### config.mk
export PLATFORM = sky130hd
export DESIGN_NAME = mac_beams_ctrl
export DESIGN_NICKNAME = d
export VERILOG_FILES = /design/src/rtl/mac_beams_ctrl.sv
export SDC_FILE = /design/constraint.sdc
export NUM_CORES = 1
export LEC_CHECK = 0
export CAP_MARGIN = 20
export CORE_UTILIZATION = 28
export DETAILED_ROUTE_END_ITERATION = 7
export GPL_ROUTABILITY_DRIVEN = 1
export PLACE_DENSITY = 0.52
export SYNTH_ARGS = -nofsm -noshare
export SYNTH_HDL_FRONTEND = slang
export SYNTH_HIERARCHICAL = 1
export SYNTH_SLANG_ARGS = --single-unit
### constraint.sdc
create_clock -name i_clk -period 8.2 [get_ports i_clk]
set_clock_uncertainty 0.15 [all_clocks]
set_input_delay 1.23 -clock i_clk [delete_from_list [all_inputs] [get_ports i_clk]]
set_output_delay 1.23 -clock i_clk [all_outputs]
set_load 0.005 [all_outputs]
### src/rtl/mac_beams_ctrl.sv
// Beam MAC sequencer: gates antenna valid, counts REs, swaps codeword banks at symbol starts, tags array output.
// Latency: o_rvalid/o_re_idx 2 cycles, o_cw_bank/ack 1 cycle, output tags 1 cycle; optional MAC_BEAMS_CTRL_ERR_EN builds sticky o_err.
// Backpressure: none; stray samples are dropped and tag pushes into a full FIFO are discarded.
module mac_beams_ctrl #(
    parameter int RE_NUM     = 1584,
    parameter int SYM_NUM    = 14,
    parameter int FIFO_DEPTH = 4
) (
    input  logic                      i_clk,
    input  logic                      i_rst_n,
    input  logic                      i_sym_start,
    input  logic                      i_rvalid,
    input  logic                      i_cw_swap_req,
    output logic                      o_cw_swap_ack,
    output logic                      o_cw_bank,
    output logic                      o_rvalid,
    output logic [$clog2(RE_NUM)-1:0] o_re_idx,
    input  logic                      i_mac_tvalid,
    output logic                      o_tvalid,
    output logic                      o_sop,
    output logic                      o_eop,
    output logic [3:0]                o_sym_idx,
    output logic                      o_busy,
    output logic [2:0]                o_err
);
    localparam int RE_W = $clog2(RE_NUM);
    localparam int CW   = RE_W + 1;

    typedef enum logic {IDLE, RUN} state_t;

    state_t          state, state_nxt;
    logic [CW-1:0]   in_cnt, in_cnt_nxt, cnt_inc;
    logic            start_acc, acc;
    logic [RE_W-1:0] acc_idx;

    logic            rv_d1;
    logic [RE_W-1:0] idx_d1;
    logic            pend;
    logic [3:0]      sym_cnt;

    logic            tag_rdy, tag_push, tag_vld, tag_pop, tag_last;
    logic [3:0]      tag_dat;
    logic [CW-1:0]   out_cnt;

    assign start_acc = i_sym_start & i_rvalid;
    assign acc       = i_rvalid & (i_sym_start | (state == RUN));

    always_comb begin
        state_nxt  = state;
        in_cnt_nxt = in_cnt;
        cnt_inc    = '0;
        acc_idx    = '0;
        if (acc) begin
            // a start always restarts the count, abandoning any symbol in progress
            cnt_inc = i_sym_start ? CW'(1) : in_cnt + CW'(1);
            acc_idx = i_sym_start ? '0 : in_cnt[RE_W-1:0];
            if (cnt_inc == CW'(RE_NUM)) begin
                state_nxt  = IDLE;
                in_cnt_nxt = '0;
            end else begin
                state_nxt  = RUN;
                in_cnt_nxt = cnt_inc;
            end
        end
    end

    always_ff @(posedge i_clk or negedge i_rst_n) begin
        if (!i_rst_n) begin
            state  <= IDLE;
            in_cnt <= '0;
        end else begin
            state  <= state_nxt;
            in_cnt <= in_cnt_nxt;
        end
    end

    always_ff @(posedge i_clk or negedge i_rst_n) begin
        if (!i_rst_n) begin
            rv_d1    <= 1'b0;
            idx_d1   <= '0;
            o_rvalid <= 1'b0;
            o_re_idx <= '0;
        end else begin
            rv_d1    <= acc;
            idx_d1   <= acc_idx;
            o_rvalid <= rv_d1;
            o_re_idx <= idx_d1;
        end
    end

    // bank flips one cycle after the start, lining up with the array's codeword register
    always_ff @(posedge i_clk or negedge i_rst_n) begin
        if (!i_rst_n) begin
            pend          <= 1'b0;
            o_cw_bank     <= 1'b0;
            o_cw_swap_ack <= 1'b0;
            sym_cnt       <= '0;
        end else begin
            if (start_acc) begin
                o_cw_swap_ack <= pend | i_cw_swap_req;
                o_cw_bank     <= o_cw_bank ^ (pend | i_cw_swap_req);
                pend          <= 1'b0;
                sym_cnt       <= (sym_cnt == 4'(SYM_NUM - 1)) ? 4'd0 : sym_cnt + 4'd1;
            end else begin
                o_cw_swap_ack <= 1'b0;
                pend          <= pend | i_cw_swap_req;
            end
        end
    end

    assign tag_push = start_acc & tag_rdy;
    assign tag_last = (out_cnt == CW'(RE_NUM - 1));
    assign tag_pop  = i_mac_tvalid & tag_vld & tag_last;

    mac_beams_fifo #(
        .W     (4),
        .DEPTH (FIFO_DEPTH)
    ) u_tag_fifo (
        .i_clk   (i_clk),
        .i_rst_n (i_rst_n),
        .in_vld  (tag_push),
        .in_rdy  (tag_rdy),
        .in_dat  (sym_cnt),
        .out_vld (tag_vld),
        .out_rdy (tag_pop),
        .out_dat (tag_dat)
    );

    // untagged output (FIFO empty) passes through without advancing the RE count
    always_ff @(posedge i_clk or negedge i_rst_n) begin
        if (!i_rst_n) begin
            out_cnt   <= '0;
            o_tvalid  <= 1'b0;
            o_sop     <= 1'b0;
            o_eop     <= 1'b0;
            o_sym_idx <= '0;
            o_busy    <= 1'b0;
        end else begin
            o_tvalid  <= i_mac_tvalid;
            o_sop     <= i_mac_tvalid & tag_vld & (out_cnt == '0);
            o_eop     <= tag_pop;
            o_sym_idx <= (i_mac_tvalid & tag_vld) ? tag_dat : 4'd0;
            o_busy    <= (state != IDLE) | tag_vld;
            if (i_mac_tvalid & tag_vld)
                out_cnt <= tag_last ? '0 : out_cnt + CW'(1);
        end
    end

`ifdef MAC_BEAMS_CTRL_ERR_EN
    logic [2:0] err_q;
    logic       ev_drop, ev_short, ev_ovf;

    assign ev_drop  = i_rvalid & ~i_sym_start & (state == IDLE);
    assign ev_short = start_acc & (state == RUN);
    assign ev_ovf   = start_acc & ~tag_rdy;

    always_ff @(posedge i_clk or negedge i_rst_n) begin
        if (!i_rst_n)
            err_q <= '0;
        else
            err_q <= err_q | {ev_ovf, ev_short, ev_drop};
    end
    assign o_err = err_q;
`else
    assign o_err = 3'b000;
`endif

endmodule

// Generic valid/ready FIFO; a pop in the same cycle frees room for a push when full.
// Latency: 1 cycle push-to-head; backpressure via in_rdy deasserted when full and not popping.
// Backpressure: producer must hold in_vld until in_rdy, or accept the push being discarded.
module mac_beams_fifo #(
    parameter int W     = 4,
    parameter int DEPTH = 4
) (
    input  logic         i_clk,
    input  logic         i_rst_n,
    input  logic         in_vld,
    output logic         in_rdy,
    input  logic [W-1:0] in_dat,
    output logic         out_vld,
    input  logic         out_rdy,
    output logic [W-1:0] out_dat
);
    localparam int AW = (DEPTH > 1) ? $clog2(DEPTH) : 1;

    logic [W-1:0]  mem [DEPTH];
    logic [AW-1:0] wr_ptr, rd_ptr;
    logic [AW:0]   cnt;
    logic          push, pop;

    assign out_vld = (cnt != '0);
    assign in_rdy  = (cnt != (AW+1)'(DEPTH)) | out_rdy;
    assign push    = in_vld & in_rdy;
    assign pop     = out_vld & out_rdy;
    assign out_dat = mem[rd_ptr];

    always_ff @(posedge i_clk) begin
        if (push)
            mem[wr_ptr] <= in_dat;
    end

    always_ff @(posedge i_clk or negedge i_rst_n) begin
        if (!i_rst_n) begin
            wr_ptr <= '0;
            rd_ptr <= '0;
            cnt    <= '0;
        end else begin
            if (push)
                wr_ptr <= wr_ptr + AW'(1);
            if (pop)
                rd_ptr <= rd_ptr + AW'(1);
            cnt <= cnt + (AW+1)'(push) - (AW+1)'(pop);
        end
    end

endmodule

## Word level (Yosys, flattened, before mapping)

Memories as Yosys holds them, arrays and structs flattened.
Index checks and enable logic that the tools add are counted.

- Add/subtract/negate cells: 7
- Equality and inequality tests: 4
- Muxes and demuxes: 12
- Bitwise gates (word level): 13
- Reduce and logical (&&, ||, !) cells: 2

Operators by type and width:

| cell | number |
|---|---|
| two-way mux 12 bit | 3 |
| adder 12 x 1 -> 12 bit (second input constant) | 2 |
| equality test 12 x 11 -> 1 bit (second input constant) | 2 |
| two-way mux 11 bit | 2 |
| logical NOT 12 bit | 1 |
| bitwise AND 1 bit | 8 |
| two-way mux 4 bit | 2 |
| two-way mux 1 bit | 5 |
| adder 2 x 1 -> 2 bit (second input constant) | 2 |
| adder 4 x 1 -> 4 bit (second input constant) | 1 |
| equality test 4 bit (second input constant) | 1 |
| bitwise OR 1 bit | 4 |
| adder 3 x 1 -> 3 bit | 1 |
| != test 3 bit (second input constant) | 1 |
| nonzero test 3 bit | 1 |
| subtractor 3 x 1 -> 3 bit | 1 |
| XOR 1 bit | 1 |

- Register bits: 71
- RAM bits: 16
- Bits of input ports: 6
- Output and inout bits: 25
- Word-level logic and storage cells: 58
- Memories kept: 1

Memories:

| memory | depth | bits a word | rd ports | clocked after memory_dff | write ports | line | text |
|---|---|---|---|---|---|---|---|
| u_tag_fifo.mem | 4 | 4 | 1 | 0 | 1 | 188 | `logic [W-1:0] mem [DEPTH];` |

## Longest topological paths before layout

Gate-level depths: netlist (run 1).

- Depth after elaboration: 8
- Mapped depth: 17
- Mapped depth without buffers: 15

## Hierarchy

Netlist (run 1), hierarchy kept.

Modules (own cells, without submodules):

| module | instances | cells each | area each (um^2) | seq. area each (um^2) |
|---|---|---|---|---|
| mac_beams_ctrl | 1 | 251 | 2766.4 | 1601.5 |
| mac_beams_fifo | 1 | 58 | 1007.2 | 655.6 |

## Worst setup path before layout (run 1)

OpenSTA, ideal clock, no wires.

- Kind: input -> register
- From: input i_mac_tvalid
- To: register u_tag_fifo.cnt[2]
- Setup time: 0.125 ns
- Arrival: 3.814 ns
- Data required time: 7.925 ns
- Path slack: 4.110 ns
- Stages on the path: 16
- Buffers on the path: 3
- Cell sequence: and2_1 -> clkbuf_1 -> and2_1 -> buf_4 -> or4b_1 -> clkbuf_2 -> and3_1 -> and2_4 -> inv_1 -> ha_1 -> inv_1 -> ha_1 -> inv_1 -> fa_1 -> xnor2_1 -> xnor2_1

- Cells in the longest elaborated chain, start to end: 7
- Elaborated cells between the ends (all ways): 8
- Those cells by class: add/sub: 2; bitwise: 6

Ends and longest elaborated chain:

| item | line | text |
|---|---|---|
| from (decl) | 18 | `input logic i_mac_tvalid,` |
| bitwise AND 1 bit (2 in a row) | 113 | `assign tag_pop = i_mac_tvalid & tag_vld & tag_last;` |
| net tag_pop | 41 | `logic tag_rdy, tag_push, tag_vld, tag_pop, tag_last;` |
| bitwise OR 1 bit | 194 | `assign in_rdy = (cnt != (AW+1)'(DEPTH)) \| out_rdy;` |
| net tag_rdy | 41 |  |
| bitwise AND 1 bit | 111 | `assign tag_push = start_acc & tag_rdy;` |
| net tag_push | 41 |  |
| bitwise AND 1 bit | 195 | `assign push = in_vld & in_rdy;` |
| adder 3 x 1 -> 3 bit | 214 | `cnt <= cnt + (AW+1)'(push) - (AW+1)'(pop);` |
| subtractor 3 x 1 -> 3 bit | 214 |  |
| to (signal assigned) | 214 |  |
| to (decl) | 190 | `logic [AW:0] cnt;` |

The timed path passes the listed nets, and every way through them passes these cells.
A chain may end at the register's enable or synchronous reset.

## Final worst setup path (run 1)

- From: input i_mac_tvalid
- To: register u_tag_fifo.cnt[2]

- Cells in the longest elaborated chain, start to end: 7
- Elaborated cells between the ends (all ways): 8
- Those cells by class: add/sub: 2; bitwise: 6

Ends and longest elaborated chain:

| item | line |
|---|---|
| bitwise AND 1 bit (2 in a row) | 113 |
| bitwise OR 1 bit | 194 |
| net tag_rdy | 41 |
| bitwise AND 1 bit | 111 |
| net tag_push | 41 |
| bitwise AND 1 bit | 195 |
| adder 3 x 1 -> 3 bit | 214 |
| subtractor 3 x 1 -> 3 bit | 214 |

The timed path passes the listed nets, and every way through them passes these cells.

==> flow_summary.yaml, run 1 <==
die:
  die_y_um: 118.1
  start_util_pct: 28.61
  core.rowCount: 42
  die_w_um: 118.1
  ioPinCount: 31
  fp.coreArea_um2: 13190
  die_area_um2: 13950
pwr:
  pwr-share-clk_pct: 34.1
  power.density_nw_per_um2: 279.9
  power.switching_uw: 349.7
  peakVddDrop_uv: 102.9
  p_comb_share_pct: 17.2
  p_seq_share_pct: 48.7
  p_int_uw: 903.2
  p_leak_uw: 0.001902
  sw_frac_of_total_pct: 27.91
cts:
  clockBufferDepth: 2
  clock_sinks: 87
  post-cts-setup-buffers: 0
  clk_pin_slew_ns: 0.06
  cts_tree: "built"
  cts_inserted_buffers: 9
  h-tree-depth: 3
  clk_latency_ns: 0.33
  cts-resized-gates: 0
  ctsHoldBuffers: 0
  cts_root_buf: "clkbuf_16"
finish:
  final_nets: 350
  finalCoreUtilization_pct: 33.93
  syn_to_final_growth_pct: 18.60
  antennaDiodeCount: 0
  layout_commonest_cell: "dfrtp_1"
  final_cell_mix: "dfrtp_1, nand2_1, clkdlybuf4s50_1, nor2_1, edfxtp_1"
  drive_gt1_share_pct: 12.39
  layoutNonFillerInstCount: 515
synth:
  async_flop_share_pct: 81.61
  synth_seq_cells: 87
  syn-mean-instance-area_um2: 12.21
  ys_types: 61
  synth_area_um2: 3774
  synth_cells: 309
  synth_edf_count: 16
  yosys_warnings: 6
  synth_ff_type: "dfrtp_1"
  yosysSeqAreaShare_pct: 59.81
route:
  drc: 0
  detail_route.wl_per_cell_um: 12.29
  routed_wl_um: 6330
  final_antenna_net_count: 0
  vias_per_cell: 4.365
  drtIter0Drc: 131
  vias: 2248
  firstDrtPassIters: 4
critical_path:
  reg2reg_to: "u_tag_fifo/cnt[2]$_DFF_PN0_"
  crit_type: "input port to flop"
  cp-end-kind: "flop"
  cp_max_fo: 7
  worst_setup_path_start_kind: "input port"
  ff2ff_path_depth: 14
  r2r_start: "u_tag_fifo/cnt[1]$_DFF_PN0_"
  r2r_slack_ns: 4.25
  cp.arrival_ns: 4.39
  worstPathRequired_ns: 8.26
sta:
  worst-slew-pin-transition_ns: 0.8864
  rsz0062_at_grt: "no"
  setup-tns-final_ns: 0
  min_period_over_period_pct: 52.76
  max_freq_ghz: 0.2311
  report.final.hold_viol_count: 0
  fin_crit_ns: 4.327
  whs_ns: 0.1972
  drv_slew: 0
  relSlewSlack_pct: 40.91
  setup_viol: 0
hold_path:
  hold_depth: 0
  whs_endpoint: "o_re_idx[0]$_DFF_PN0_"
  min_from: "idx_d1[0]$_DFF_PN0_"
  worstHoldPathType: "flop to flop"
run_status:
  status: "completed"
placed_design:
  placedCellCount: 499
  io_buffers: 27
  routabilityCongestion: 0.7666
  hpwl_um: 4302
global_route:
  overflow: 0
  busiest_layer: "met2"
  grt_pass1_wl_um: 11270
  grt_pass1_vias: 2293
  antenna_found_initial: 0
  use_met2_pct: 15.66
  grt_util_met1_pct: 13.24
  grt_max_degree: 72
  use_met3_pct: 2.665
  track_usage_pct: 10.28
flow_run:
  cap_violations: 0
## worst max-delay path by stage
stage,startpoint,endpoint,cells after the start
finish,i_mac_tvalid,u_tag_fifo/cnt[2]$_DFF_PN0_,14
global route,i_mac_tvalid,u_tag_fifo/cnt[2]$_DFF_PN0_,14
CTS,i_mac_tvalid,u_tag_fifo/cnt[2]$_DFF_PN0_,14
detailed placement,i_mac_tvalid,u_tag_fifo/cnt[2]$_DFF_PN0_,14
global placement,i_mac_tvalid,u_tag_fifo/cnt[2]$_DFF_PN0_,14
floorplan,i_mac_tvalid,u_tag_fifo/cnt[2]$_DFF_PN0_,16
## critical path, cell delays in order
cell             delay, ns
clkdlybuf4s50_1       0.50
and2_1                0.25
and2_1                0.23
or4b_1                0.59
and3_1                0.28
and2_4                0.17
inv_1                 0.06
ha_1                  0.22
inv_1                 0.05
ha_1                  0.12
inv_1                 0.04
fa_1                  0.37
xnor2_1               0.14
xnor2_1               0.12
## kinds of logic (layout without fill, tap and decap cells)
logic type	count (synthesis)	after routing	share of synthesized area [%]
other	1	3	0.09937
and+or+nand+nor	114	114	17.61
xor gates and xnor gates	17	17	4.145
buffers and inverters	30	58	4.410
adders and majority gates	10	10	3.515
muxes	6	6	2.918
DFF	87	87	59.81
AOI/OAI and AO/OA	44	44	7.494
## cell type report
cell class	count	area (um2)
Clock buffer	11	232.7
Timing Repair Buffer	28	272.8
Clock inverter	5	82.58
Fill cell	1279	8715
Multi-Input combinational cell	194	1358
Tap cell	176	220.2
Inverter	14	52.55
Sequential cell	87	2257
## flip-flops by register name, indices dropped and copies added (netlist names), 2 cells and up
name	count
idx_d1	11
in_cnt	12
o_re_idx	11
o_sym_idx	4
out_cnt	12
sym_cnt	4
u_tag_fifo/cnt	3
u_tag_fifo/mem	16
u_tag_fifo/rd_ptr	2
u_tag_fifo/wr_ptr	2
## power groups by stage
stage / clock, uW / combinational, uW / sequential, uW
after floorplan: 0 / 185 / 587
after global placement: 0 / 211 / 616
after detailed placement: 0 / 218 / 618
after CTS: 438 / 219 / 610
after global routing: 456 / 247 / 625
final: 428 / 215 / 610
## metal layers
metal / part of all wire (%) / vias to the layer above
met1: 50 / 1093
met3: 2.7 / 8
li1: - / 1121
met4: 2.3 / 0
met2: 45 / 26
met5: 0 / -
## per-stage QoR
step | area (um2) | power (uW) | setup WS [ns]
4_1_cts | 4476 | 1268 | 3.870
6_report | 4476 | 1253 | 3.873
2_1_floorplan | 3781 | 771.7 | 4.110
5_1_grt | 4476 | 1328 | 3.664
3_3_place_gp | 4160 | 826.9 | 3.613
3_5_place_dp | 4160 | 836.2 | 3.514
## synth_stat cells, drive strengths merged, types with 3 or more instances
library cell,count,area share (%)
nor4,3,0.90
xor2,7,1.6
xnor2,10,2.5
nor2,17,1.7
nor3,8,1.2
o211ai,3,0.60
inv,13,1.3
nand2,26,2.6
edfxtp,16,13
dfrtp,71,47
or2,4,0.66
o21ai,18,2.6
buf,7,1.8
nand3,12,2.3
ha,9,3.0
clkbuf,9,1.2
a21oi,9,1.2
and2,15,2.6
mux4,4,2.4
and3,14,2.5
Note: power is estimated with default switching activity, not from simulation.
==> inputs of run 2 (changes only) <==
==> constraint.sdc (replaced) <==
create_clock -name i_clk -period 4.1 [get_ports i_clk]
set_clock_uncertainty 0.15 [all_clocks]
set_input_delay 0.615 -clock i_clk [delete_from_list [all_inputs] [get_ports i_clk]]
set_output_delay 0.615 -clock i_clk [all_outputs]
set_load 0.005 [all_outputs]
==> flow_summary.yaml, run 2 (synthesis gave the netlist of run 1 again) <==
run_status:
  status: "completed"
cts:
  cts_tree: "built"
  h-tree-depth: 3
  clock_sinks: 87
  cts-resized-gates: 0
  clockBufferDepth: 2
  cts_root_buf: "clkbuf_16"
  ctsHoldBuffers: 0
  cts_inserted_buffers: 9
  post-cts-setup-buffers: 0
  clk_latency_ns: 0.33
  clk_pin_slew_ns: 0.07
sta:
  fin_ws_ns: 0.2862
  setup_viol: 0
  relSlewSlack_pct: 51.06
  drv_slew: 0
  max_freq_ghz: 0.2622
  setup-tns-final_ns: 0
  worst-slew-pin-transition_ns: 0.7340
  fin_crit_ns: 3.814
  report.final.hold_viol_count: 0
  rsz0062_at_grt: "no"
  min_period_over_period_pct: 93.02
finish:
  drive_gt1_share_pct: 13.70
  antennaDiodeCount: 0
  syn_to_final_growth_pct: 18.17
  final_cell_mix: "dfrtp_1, nand2_1, clkdlybuf4s50_1, nor2_1, edfxtp_1"
  fillerInstances: 1270
  largest_reg_flops: 16
  largest_registers: "u_tag_fifo/mem (16), in_cnt (12), out_cnt (12)"
  final_nets: 354
  top_register: "u_tag_fifo/mem"
  layout_commonest_cell: "dfrtp_1"
route:
  firstDrtPassIters: 4
  vias_per_cell: 4.439
  routed_wl_um: 6726
  drc: 0
  drtIter0Drc: 163
  drt-met1-wl_um: 3155
  final_antenna_net_count: 0
  detail_route.wl_per_cell_um: 12.96
  route.met2.wl_um: 3318
  vias: 2304
  routed.top_layer: "met4"
  met3_length_um: 170
global_route:
  grt_pass1_wl_um: 11450
  grt_max_degree: 29
  grt_pass1_vias: 2327
  antenna_found_initial: 0
  track_usage_pct: 10.44
  overflow: 0
die:
  die_w_um: 118.1
  fp.coreArea_um2: 13190
  die_y_um: 118.1
  ioPinCount: 31
  start_util_pct: 28.61
  die_area_um2: 13950
  core.rowCount: 42
critical_path:
  cp.arrival_ns: 3.92
  worstPathRequired_ns: 4.20
  cp-end-kind: "flop"
  ff2ff_path_depth: 14
  worst_setup_path_start_kind: "flop"
  crit_type: "flop to flop"
  reg2reg_to: "u_tag_fifo/cnt[2]$_DFF_PN0_"
  r2r_start: "u_tag_fifo/cnt[1]$_DFF_PN0_"
  cp_max_fo: 7
  r2r_slack_ns: 0.29
pwr:
  p_leak_uw: 0.001904
  peakVddDrop_uv: 206.5
  power.density_nw_per_um2: 536.5
placed_design:
  routabilityCongestion: 0.7612
  hpwl_um: 4748
  post-place-ws_ns: 0.1936
  io_buffers: 27
flow_run:
  cap_violations: 0
hold_path:
  worstHoldPathType: "input port to asynchronous set/reset pin"
## run 2: worst max-delay path, stage by stage (launching register included)
cell	delay (ns)
dfrtp_1	0.44
or3_2	0.56
and2_1	0.25
and2_1	0.17
or4b_4	0.53
and3_1	0.26
and2_4	0.17
inv_1	0.05
ha_1	0.22
inv_1	0.05
ha_1	0.13
inv_1	0.05
fa_1	0.37
xnor2_1	0.18
xnor2_1	0.14
## run 2: cell type report
cell class,count,area (um2),share of cell area [%]
repair buffers,32,302.8,6.790
clock buffers,9,225.2,5.051
inverters,14,52.55,1.178
multi-input cells,194,1361,30.53
well taps,176,220.2,4.938
clock inverters,7,40.04,0.8979
flip-flops and latches,87,2257,50.62
## run 2: metrics by stage
step	util (%)	std cells	hold WS, ns	area [um2]	total power [uW]
after floorplan	-	311	0.1694	3781	1543
after global placement	31.77	503	0.1840	4190	1662
after detailed placement	31.77	503	0.1847	4190	1688
after CTS	33.78	519	0.1606	4456	2428
after global routing	33.81	519	0.1915	4459	2535
final	33.81	519	0.1489	4459	2392
## run 2: worst max path at each step
stage / end / startpoint
floorplan: u_tag_fifo/cnt[2]$_DFF_PN0_ / u_tag_fifo/cnt[1]$_DFF_PN0_
global placement: u_tag_fifo/cnt[2]$_DFF_PN0_ / i_mac_tvalid
detailed placement: u_tag_fifo/cnt[2]$_DFF_PN0_ / u_tag_fifo/cnt[1]$_DFF_PN0_
CTS: u_tag_fifo/cnt[2]$_DFF_PN0_ / u_tag_fifo/cnt[1]$_DFF_PN0_
global route: u_tag_fifo/cnt[2]$_DFF_PN0_ / u_tag_fifo/cnt[1]$_DFF_PN0_
finish: u_tag_fifo/cnt[2]$_DFF_PN0_ / u_tag_fifo/cnt[1]$_DFF_PN0_
## run 2: power breakdown
| part | total (uW) | switching [uW] | leakage, uW | internal (uW) |
|---|---|---|---|---|
| registers | 1220 | 170 | 0.00107 | 1050 |
| clock network | 728 | 323 | 0.000134 | 405 |
| logic | 443 | 217 | 0.000697 | 226 |
## run 2: metal layers
metal	vias to the layer above	track usage, %
met2	26	16.99
met3	6	2.326
met1	1143	13.18
li1	1129	-
met4	0	4.808
met5	-	0
==> inputs of run 3 (changes only) <==
--- a/config.mk
+++ b/config.mk
@@ -10,6 +10,7 @@
 export DETAILED_ROUTE_END_ITERATION = 7
 export GPL_ROUTABILITY_DRIVEN = 1
 export PLACE_DENSITY = 0.52
+export SETUP_SLACK_MARGIN = 0.05
 export SYNTH_ARGS = -nofsm -noshare
 export SYNTH_HDL_FRONTEND = slang
 export SYNTH_HIERARCHICAL = 1
==> results of run 3 <==
No change in the layout: final DEF, timing and power equal those of run 2.
